`src/rtl/target_sequencer.sv`:
```
// rtl/target_sequencer.sv - reaction-game target lamp sequencer with hit/miss judging
// Lights one of three targets per round, judges synchronized player edges, counts rounds.
module target_sequencer #(
  parameter int unsigned TICK_DIV  = 2000000,
  parameter int unsigned LIT_TICKS = 8,
  parameter int unsigned GAP_TICKS = 2,
  parameter int unsigned ROUNDS    = 30,
  parameter logic [15:0] LFSR_SEED = 16'hACE1
) (
  input  logic       clock,
  input  logic       reset,
  input  logic       start,
  input  logic       enable,
  input  logic [2:0] sense,
  output logic [2:0] led,
  output logic       hit,
  output logic       miss,
  output logic [7:0] round_cnt,
  output logic       busy,
  output logic       game_over
);

  localparam int unsigned PW   = $clog2(TICK_DIV);
  localparam int unsigned TMAX = (LIT_TICKS > GAP_TICKS) ? LIT_TICKS : GAP_TICKS;
  localparam int unsigned TW   = (TMAX < 2) ? 1 : $clog2(TMAX);

  localparam logic [PW-1:0] PRESC_LAST = PW'(TICK_DIV - 1);
  localparam logic [TW-1:0] GAP_LAST   = TW'(GAP_TICKS - 1);
  localparam logic [TW-1:0] LIT_LAST   = TW'(LIT_TICKS - 1);
  localparam logic [7:0]    ROUNDS_END = 8'(ROUNDS);
  localparam logic [15:0]   LFSR_TAPS  = 16'hB400;

  typedef enum logic [1:0] {S_IDLE, S_GAP, S_LIT, S_DONE} state_t;

  state_t        state_q, state_d;
  logic [PW-1:0] presc_q, presc_d;
  logic [TW-1:0] tcnt_q, tcnt_d;
  logic [15:0]   lfsr_q, lfsr_d;
  logic [2:0]    sync1_q, sync2_q, prev_q, rise_q;
  logic [2:0]    led_q, led_d;
  logic          hit_q, hit_d, miss_q, miss_d;
  logic [7:0]    round_q, round_d;
  logic          busy_q, over_q;

  logic          run, tick, correct, wrong, round_end;
  logic [1:0]    t_sel;
  logic [2:0]    rise_ok;
  logic [7:0]    round_inc;

  // Two sync flops, a history flop, and a registered edge so the decision
  // lands on the fourth clock after the input rises.
  always_ff @(posedge clock) begin
    if (reset) begin
      sync1_q <= 3'b0;
      sync2_q <= 3'b0;
      prev_q  <= 3'b0;
      rise_q  <= 3'b0;
    end else begin
      sync1_q <= sense;
      sync2_q <= sync1_q;
      prev_q  <= sync2_q;
      rise_q  <= sync2_q & ~prev_q;
    end
  end

  assign lfsr_d = {1'b0, lfsr_q[15:1]} ^ (lfsr_q[0] ? LFSR_TAPS : 16'h0000);
  assign t_sel  = (lfsr_q[1:0] == 2'd3) ? 2'd0 : lfsr_q[1:0];

  assign run       = ((state_q == S_GAP) || (state_q == S_LIT)) && enable;
  assign tick      = run && (presc_q == PRESC_LAST);
  assign rise_ok   = enable ? rise_q : 3'b000;
  assign correct   = |(rise_ok & led_q);
  assign wrong     = |(rise_ok & ~led_q);
  assign round_inc = round_q + 8'd1;

  always_comb begin
    state_d   = state_q;
    presc_d   = presc_q;
    tcnt_d    = tcnt_q;
    led_d     = led_q;
    hit_d     = 1'b0;
    miss_d    = 1'b0;
    round_d   = round_q;
    round_end = 1'b0;

    case (state_q)
      S_IDLE, S_DONE: begin
        led_d = 3'b000;
        if (start) begin
          state_d = S_GAP;
          round_d = 8'd0;
        end
      end
      S_GAP: begin
        led_d = 3'b000;
        if (run) begin
          presc_d = tick ? '0 : presc_q + 1'b1;
          if (tick) begin
            if (tcnt_q == GAP_LAST) begin
              state_d = S_LIT;
              led_d   = 3'b001 << t_sel;
            end else begin
              tcnt_d = tcnt_q + 1'b1;
            end
          end
        end
      end
      S_LIT: begin
        if (run) begin
          presc_d = tick ? '0 : presc_q + 1'b1;
          if (correct) begin
            hit_d     = 1'b1;
            round_end = 1'b1;
          end else if (wrong || (tick && (tcnt_q == LIT_LAST))) begin
            miss_d    = 1'b1;
            round_end = 1'b1;
          end else if (tick) begin
            tcnt_d = tcnt_q + 1'b1;
          end
        end
        if (round_end) begin
          led_d   = 3'b000;
          round_d = round_inc;
          state_d = (round_inc == ROUNDS_END) ? S_DONE : S_GAP;
        end
      end
      default: state_d = S_IDLE;
    endcase

    // Every state change restarts the timing from zero.
    if (state_d != state_q) begin
      presc_d = '0;
      tcnt_d  = '0;
    end
  end

  always_ff @(posedge clock) begin
    if (reset) begin
      state_q <= S_IDLE;
      presc_q <= '0;
      tcnt_q  <= '0;
      lfsr_q  <= LFSR_SEED;
      led_q   <= 3'b000;
      hit_q   <= 1'b0;
      miss_q  <= 1'b0;
      round_q <= 8'd0;
      busy_q  <= 1'b0;
      over_q  <= 1'b0;
    end else begin
      state_q <= state_d;
      presc_q <= presc_d;
      tcnt_q  <= tcnt_d;
      lfsr_q  <= lfsr_d;
      led_q   <= led_d;
      hit_q   <= hit_d;
      miss_q  <= miss_d;
      round_q <= round_d;
      busy_q  <= (state_d == S_GAP) || (state_d == S_LIT);
      over_q  <= (state_d == S_DONE);
    end
  end

  assign led       = led_q;
  assign hit       = hit_q;
  assign miss      = miss_q;
  assign round_cnt = round_q;
  assign busy      = busy_q;
  assign game_over = over_q;

endmodule

```
`config.mk`:
```
export PLATFORM = sky130hd
export DESIGN_NAME = target_sequencer
export DESIGN_NICKNAME = d
export VERILOG_FILES = /design/src/rtl/target_sequencer.sv
export SDC_FILE = /design/constraint.sdc
export NUM_CORES = 1
export LEC_CHECK = 0
export CAP_MARGIN = 15
export CORE_MARGIN = 1
export CORE_UTILIZATION = 45
export DETAILED_ROUTE_END_ITERATION = 7
export GPL_TIMING_DRIVEN = 0
export PLACE_DENSITY_LB_ADDON = 0.12
export SYNTH_ARGS = -nofsm -noshare
export SYNTH_HDL_FRONTEND = slang
export SYNTH_SLANG_ARGS = --single-unit
```
`constraint.sdc`:
```
create_clock -name clock -period 8.5 [get_ports clock]
set_input_delay 1.7 -clock clock [delete_from_list [all_inputs] [get_ports clock]]
set_output_delay 1.7 -clock clock [all_outputs]
set_load 0.05 [all_outputs]
```
* After elaboration in Yosys (flattened, before gate mapping)
Index checks and enable logic that the tools add are counted.
** Cells by class
- Add/subtract/negate cells :: 3
- Equality and inequality tests :: 21
- Shift-type cells :: 1
- Muxes and demuxes :: 32
- Bitwise operators :: 8
- Reduce and logical (&&, ||, !) cells :: 19
** Operators by type and width (count)
- 3-bit two-way mux :: 12
- 21-bit by 1-bit adder with 21-bit output (second input constant) :: 1
- 21-bit == test (second input constant) :: 1
- 21-bit two-way mux :: 1
- 16-bit two-way mux :: 1
- 8-bit two-way mux :: 2
- 2-bit != test (second input constant) :: 8
- 8-bit one-hot mux with 2 select lines :: 1
- 15-bit by 16-bit bitwise XOR with 16-bit output :: 1
- 2-bit two-way mux :: 7
- 2-bit == test (second input constant) :: 5
- 3-bit bitwise AND :: 3
- 3-bit one-hot mux with 3 select lines :: 1
- 3-bit OR reduction :: 3
- 8-bit by 1-bit adder with 8-bit output (second input constant) :: 1
- 8-bit by 5-bit == test with 1-bit output (second input constant) :: 1
- 8-bit AND reduction :: 1
- 3-bit inverter :: 2
- 2-bit one-hot mux with 3 select lines :: 1
- 3-bit one-hot mux with 2 select lines :: 1
- 2-bit OR reduction :: 3
- 6-bit OR reduction :: 1
- 1-bit two-way mux :: 5
- 2-bit by 1-bit == test with 1-bit output (second input constant) :: 2
- 13 further kinds :: 19
** Word-level totals
- Bits in registers :: 69
- Input port bits :: 7

* Longest topological paths before layout
Gate-level depths: netlist of the first run.
- Depth after elaboration :: 14
- Gate-level depth with buffers :: 12

* Least setup slack after synthesis of the first run
OpenSTA, ideal clock, no wires.
- Path type :: input port to flip-flop
- Start :: in enable
- End :: reg busy_q, in the netlist busy
- Setup time :: 0.127 ns
- Arrival :: 3.700 ns
- Data required time :: 8.373 ns
- Setup slack :: 4.673 ns
- Stages :: 8
- Buffers on the path :: 0
- Cells stage by stage :: nand4b_4 or4_4 o31ai_4 nand2_2 or2_2 and3_2 ha_1 nor2b_1
** On the way
- Cells in the longest elaborated chain, start to end :: 12
- Elaborated cells on any way between the ends :: 20
** Ends and longest elaborated chain
- from (decl) :: RTL line 13 : input logic enable,
- 3-bit two-way mux / 1-bit logical AND (equally long branches) :: RTL line 71, 69
- 3-bit bitwise AND / 1-bit logical AND (equally long branches) :: RTL line 73, 70
- 3-bit OR reduction / 1-bit logical AND (equally long branches) :: RTL line 73, 114
- 1-bit logical OR :: RTL line 114 : end else if (wrong || (tick && (tcnt_q == LIT_LAST))) begin
- 1-bit two-way mux :: RTL line 114
- 1-bit two-way mux :: RTL line 111 : if (correct) begin
- 1-bit two-way mux :: RTL line 109 : if (run) begin
- 1-bit two-way mux :: RTL line 86 : case (state_q)
- 2-bit two-way mux :: RTL line 121 : if (round_end) begin
- 2-bit one-hot mux with 3 select lines (*) :: RTL line 86
- via state_d[1] :: RTL line 35 : state_t state_q, state_d;
- 2-bit by 1-bit == test with 1-bit output / 2-bit == test (equally long branches) :: RTL line 158 : busy_q <= (state_d == S_GAP) || (state_d == S_LIT);
- 1-bit logical OR (*) :: RTL line 158
- to (signal assigned) :: RTL line 158
- to (decl) :: RTL line 43 : logic busy_q, over_q;
The timed path passes the listed nets; every way through them passes the cells marked *. The select of a mux whose other input is x is not followed.
A chain may end at the register's enable or synchronous reset.

* Worst setup path in the final report of the first run
Same ends and word-level chain as after synthesis.

==> out/metrics.csv, run 1 <==
stage,metric,value,unit
layout,nFillCells,646,
synth,ys_seq_area_share,42.4,%
setup_path,cp_data_arrival_time,4.51,ns
setup_path,r2r_end,busy,
route,routedWlPerCell,14.3,um
place,portBuffers,21,
synth,netlist.top_cell.by_area,dfxtp_1,
timing,clock_skew,0.0121,ns
min_path,hold_depth,1,
clocking,root_buffer,clkbuf_8,
synth,ys_dominant_reg_cell,dfxtp_1,
clocking,ctsHoldBuffers,0,
clocking,clkTransAtPathRegs,0.08,ns
synth,ys_seq_elements,69,
timing,setup_viol,0,
flow_run,cap_violations,0,
global_route,grt_max_degree,14,
setup_path,critPathRequiredTime,8.72,ns
layout,syn2layout_area_growth,15.5,%
layout,postLayoutCellArea,0.00377,sq mm
layout,drive_gt1_share,11.7,%
timing,max_freq,233,MHz
setup_path,cp_cell_sequence,"clkdlybuf4s50_1, nand4b_4, or4_4, o31ai_4, nand2_2, or2_2, and3_2, ha_1, nor2b_1",
synth,async_flop_share,0,%
setup_path,cp_slowest_cell,or4_4,
floorplan,num_rows,30,
synth,syn_nets,367,
floorplan,die_area,0.00759,sq mm
timing,finalHoldViolCount,0,
floorplan,fp.dieW,87.1,um
route,first_pass_iters,4,
layout,n_antenna_cell,0,
clocking,post_cts_buffers,0,
floorplan,start_util,47.2,%
place,place.gp.congestion,0.834,
min_path,worstHoldEndpoint,rise_q[2],
setup_path,end_kind,register,
synth,netlist.area_leader.share,42.4,%
timing,finalCriticalPeriod,4.29,ns
timing,max_slew.worst_pin.slew,0.968,ns
clocking,cts_resized,0,
layout,fin_nets,399,
clocking,clock-sinks,69,
setup_path,start_kind,primary input,
synth,synth_commonest_cells,"dfxtp_1 (69), nand2_1 (32), nor2_1 (27)",
clocking,tritoncts,built,
global_route,antenna_found_initial,0,
place,place_ws,3.83,ns
setup_path,reg2reg_depth,11,
setup_path,crit_type,in -> reg,
clocking,htreeDepth,3,
setup_path,critPathTopFamily,simple AND/OR/NAND/NOR gates,
route,drc,0,
timing,max-slew-margin-rel,33.8,%
clocking,clk_latency,0.34,ns
setup_path,critPathBufInv,1,
setup_path,max_stage_delay,0.61,ns
clocking,clk_path_buf_depth,2,
setup_path,worstReg2RegStart,state_q[0],
route,via_per_inst,5.33,
place,hpwlAfterDp,4880,um
min_path,hold_start,prev_q[2],
synth,synth_edf_count,0,
setup_path,critPathMaxFanout,6,
timing,rsz0062_at_grt,no,
synth,syn_area,0.00326,sq mm
clocking,numCtsBuffers,9,
timing,fin_crit_sh,50.5,%
global_route,grt_pass1_vias,2327,
power,total_leakage_power,1.34,nW
route,first_iter_violations,141,
power,power.density,164,mW/mm^2
synth,netlist-cell-type-count,57,
global_route,overflow,0,
synth,syn_avg_cell_area,9.34,sq um
setup_path,crit_start,enable,
synth,yosys-top-cells-area,"dfxtp_1 (42%), nor2b_1 (4.4%), ha_1 (4.2%), xnor2_1 (4.0%), a211oi_1 (3.9%)",
power,vdd_ir_drop_max,0.000135,V
floorplan,coreArea,0.00691,sq mm
setup_path,ff2ff_setup_slack,5.19,ns
synth,syn_inst,349,
route,postRouteAntennaNets,0,
synth,synth.most_common_cell,dfxtp_1,
route,routed_wl,6880,um
global_route,grt_pass1_wl,11400,um
route,vias,2568,
place,dpl_cell_area,0.00359,sq mm
timing,slew_violations,0,
min_path,min_path_type,reg -> reg,
synth,ys_warn_count,0,
run_status,status,finished clean,
floorplan,io_pins,22,
floorplan,die_y,87.1,um
timing,tns,0,ns
global_route,grt_use_total,19.9,%
timing,fin_ws,4.21,ns
[report_power, final]
part           switching, mW  internal (mW)  leakage, nW
clock                  0.132          0.108       0.0908
sequential           0.00344          0.331        0.563
combinational         0.0235         0.0176        0.684
[stage by stage]
step	hold WS (ns)	power, mW	utilization, %	std cells
6_report	0.375	0.617	54.5	482
4_1_cts	0.376	0.622	54.5	482
3_5_place_dp	0.373	0.384	52.0	466
3_3_place_gp	0.372	0.383	52.0	466
2_1_floorplan	0.367	0.371	-	349
5_1_grt	0.388	0.640	54.5	482
[final cells by class]
class | instances | area [sq um] | share of cell area, %
Buffer | 15 | 111 | 2.96
Tap cell | 96 | 120 | 3.19
Clock buffer | 10 | 128 | 3.39
Sequential cell | 69 | 1380 | 36.7
Clock inverter | 6 | 48.8 | 1.30
Inverter | 13 | 48.8 | 1.30
Multi-Input combinational cell | 252 | 1720 | 45.6
Timing Repair Buffer | 21 | 210 | 5.58
[state kept, by name, summed over array words and instances (netlist names), 3 cells and up]
register	count
presc_q	21
tcnt_q	3
sync1_q	3
prev_q	3
led	3
rise_q	3
round_cnt	8
sync2_q	3
lfsr_q	16
[metal layers]
metal	vias to the layer above	part of all wire (%)	track usage [%]
li1	1302	-	-
met1	1223	50	27.8
met2	36	45	30.6
met3	7	3.0	4.83
met4	0	1.2	5.37
met5	-	0	0
[how the worst max path moves through the flow]
stage	end	slack, ns	depth (start not counted)
after floorplan	busy	4.67	8
after global placement	busy	3.83	9
after detailed placement	busy	3.83	9
after CTS	busy	4.20	9
after global routing	busy	4.10	9
final	busy	4.21	9
[cell families (layout without fill, tap and decap cells)]
logic type	Yosys count	after routing	share of synthesized area, %
and+or+nand+nor	150	150	25.8
DFF	69	69	42.4
AOI/OAI and AO/OA	64	64	15.4
buffers and inverters	28	65	4.91
xor gates and xnor gates	25	25	6.72
adders and majority gates	11	11	4.22
muxes	2	2	0.653
[cells in the final DEF (no fill, tap or decap), types with 4 or more instances in the layout]
cell type,Yosys,layout
buf_6,5,5
a21oi_1,17,17
a211oi_1,17,17
clkbuf_1,7,8
clkinv_4,0,4
ha_1,11,11
nor3_1,7,7
clkbuf_8,1,10
dfxtp_1,69,69
nand4_1,6,6
nand3_1,10,10
nor2b_1,23,23
clkdlybuf4s50_1,0,21
nand2b_1,4,4
o21ai_0,8,8
and3_1,5,5
xnor2_1,15,15
xor2_1,10,10
nand2_1,32,32
or2_2,8,8
inv_1,13,13
nand3b_1,5,5
nor2_1,27,27
Note: power is estimated with default switching activity, not from simulation.
==> inputs of run 2 (changes only) <==
- clock period: 8.5 -> 3.5 ns (I/O delays scaled with it)
==> results of run 2 <==
The final DEF is identical to that of run 1. Status: finished clean.
Main changes from that run: setup slack after placement 3.83 ns -> -0.175 ns; setup slack after layout 4.21 ns -> 0.189 ns; start point of the critical path enable -> state_q[0]; register-to-register setup slack 5.19 ns -> 0.19 ns; total power 0.617 mW -> 1.50 mW; worst IR drop on VDD 0.000135 V -> 0.000327 V
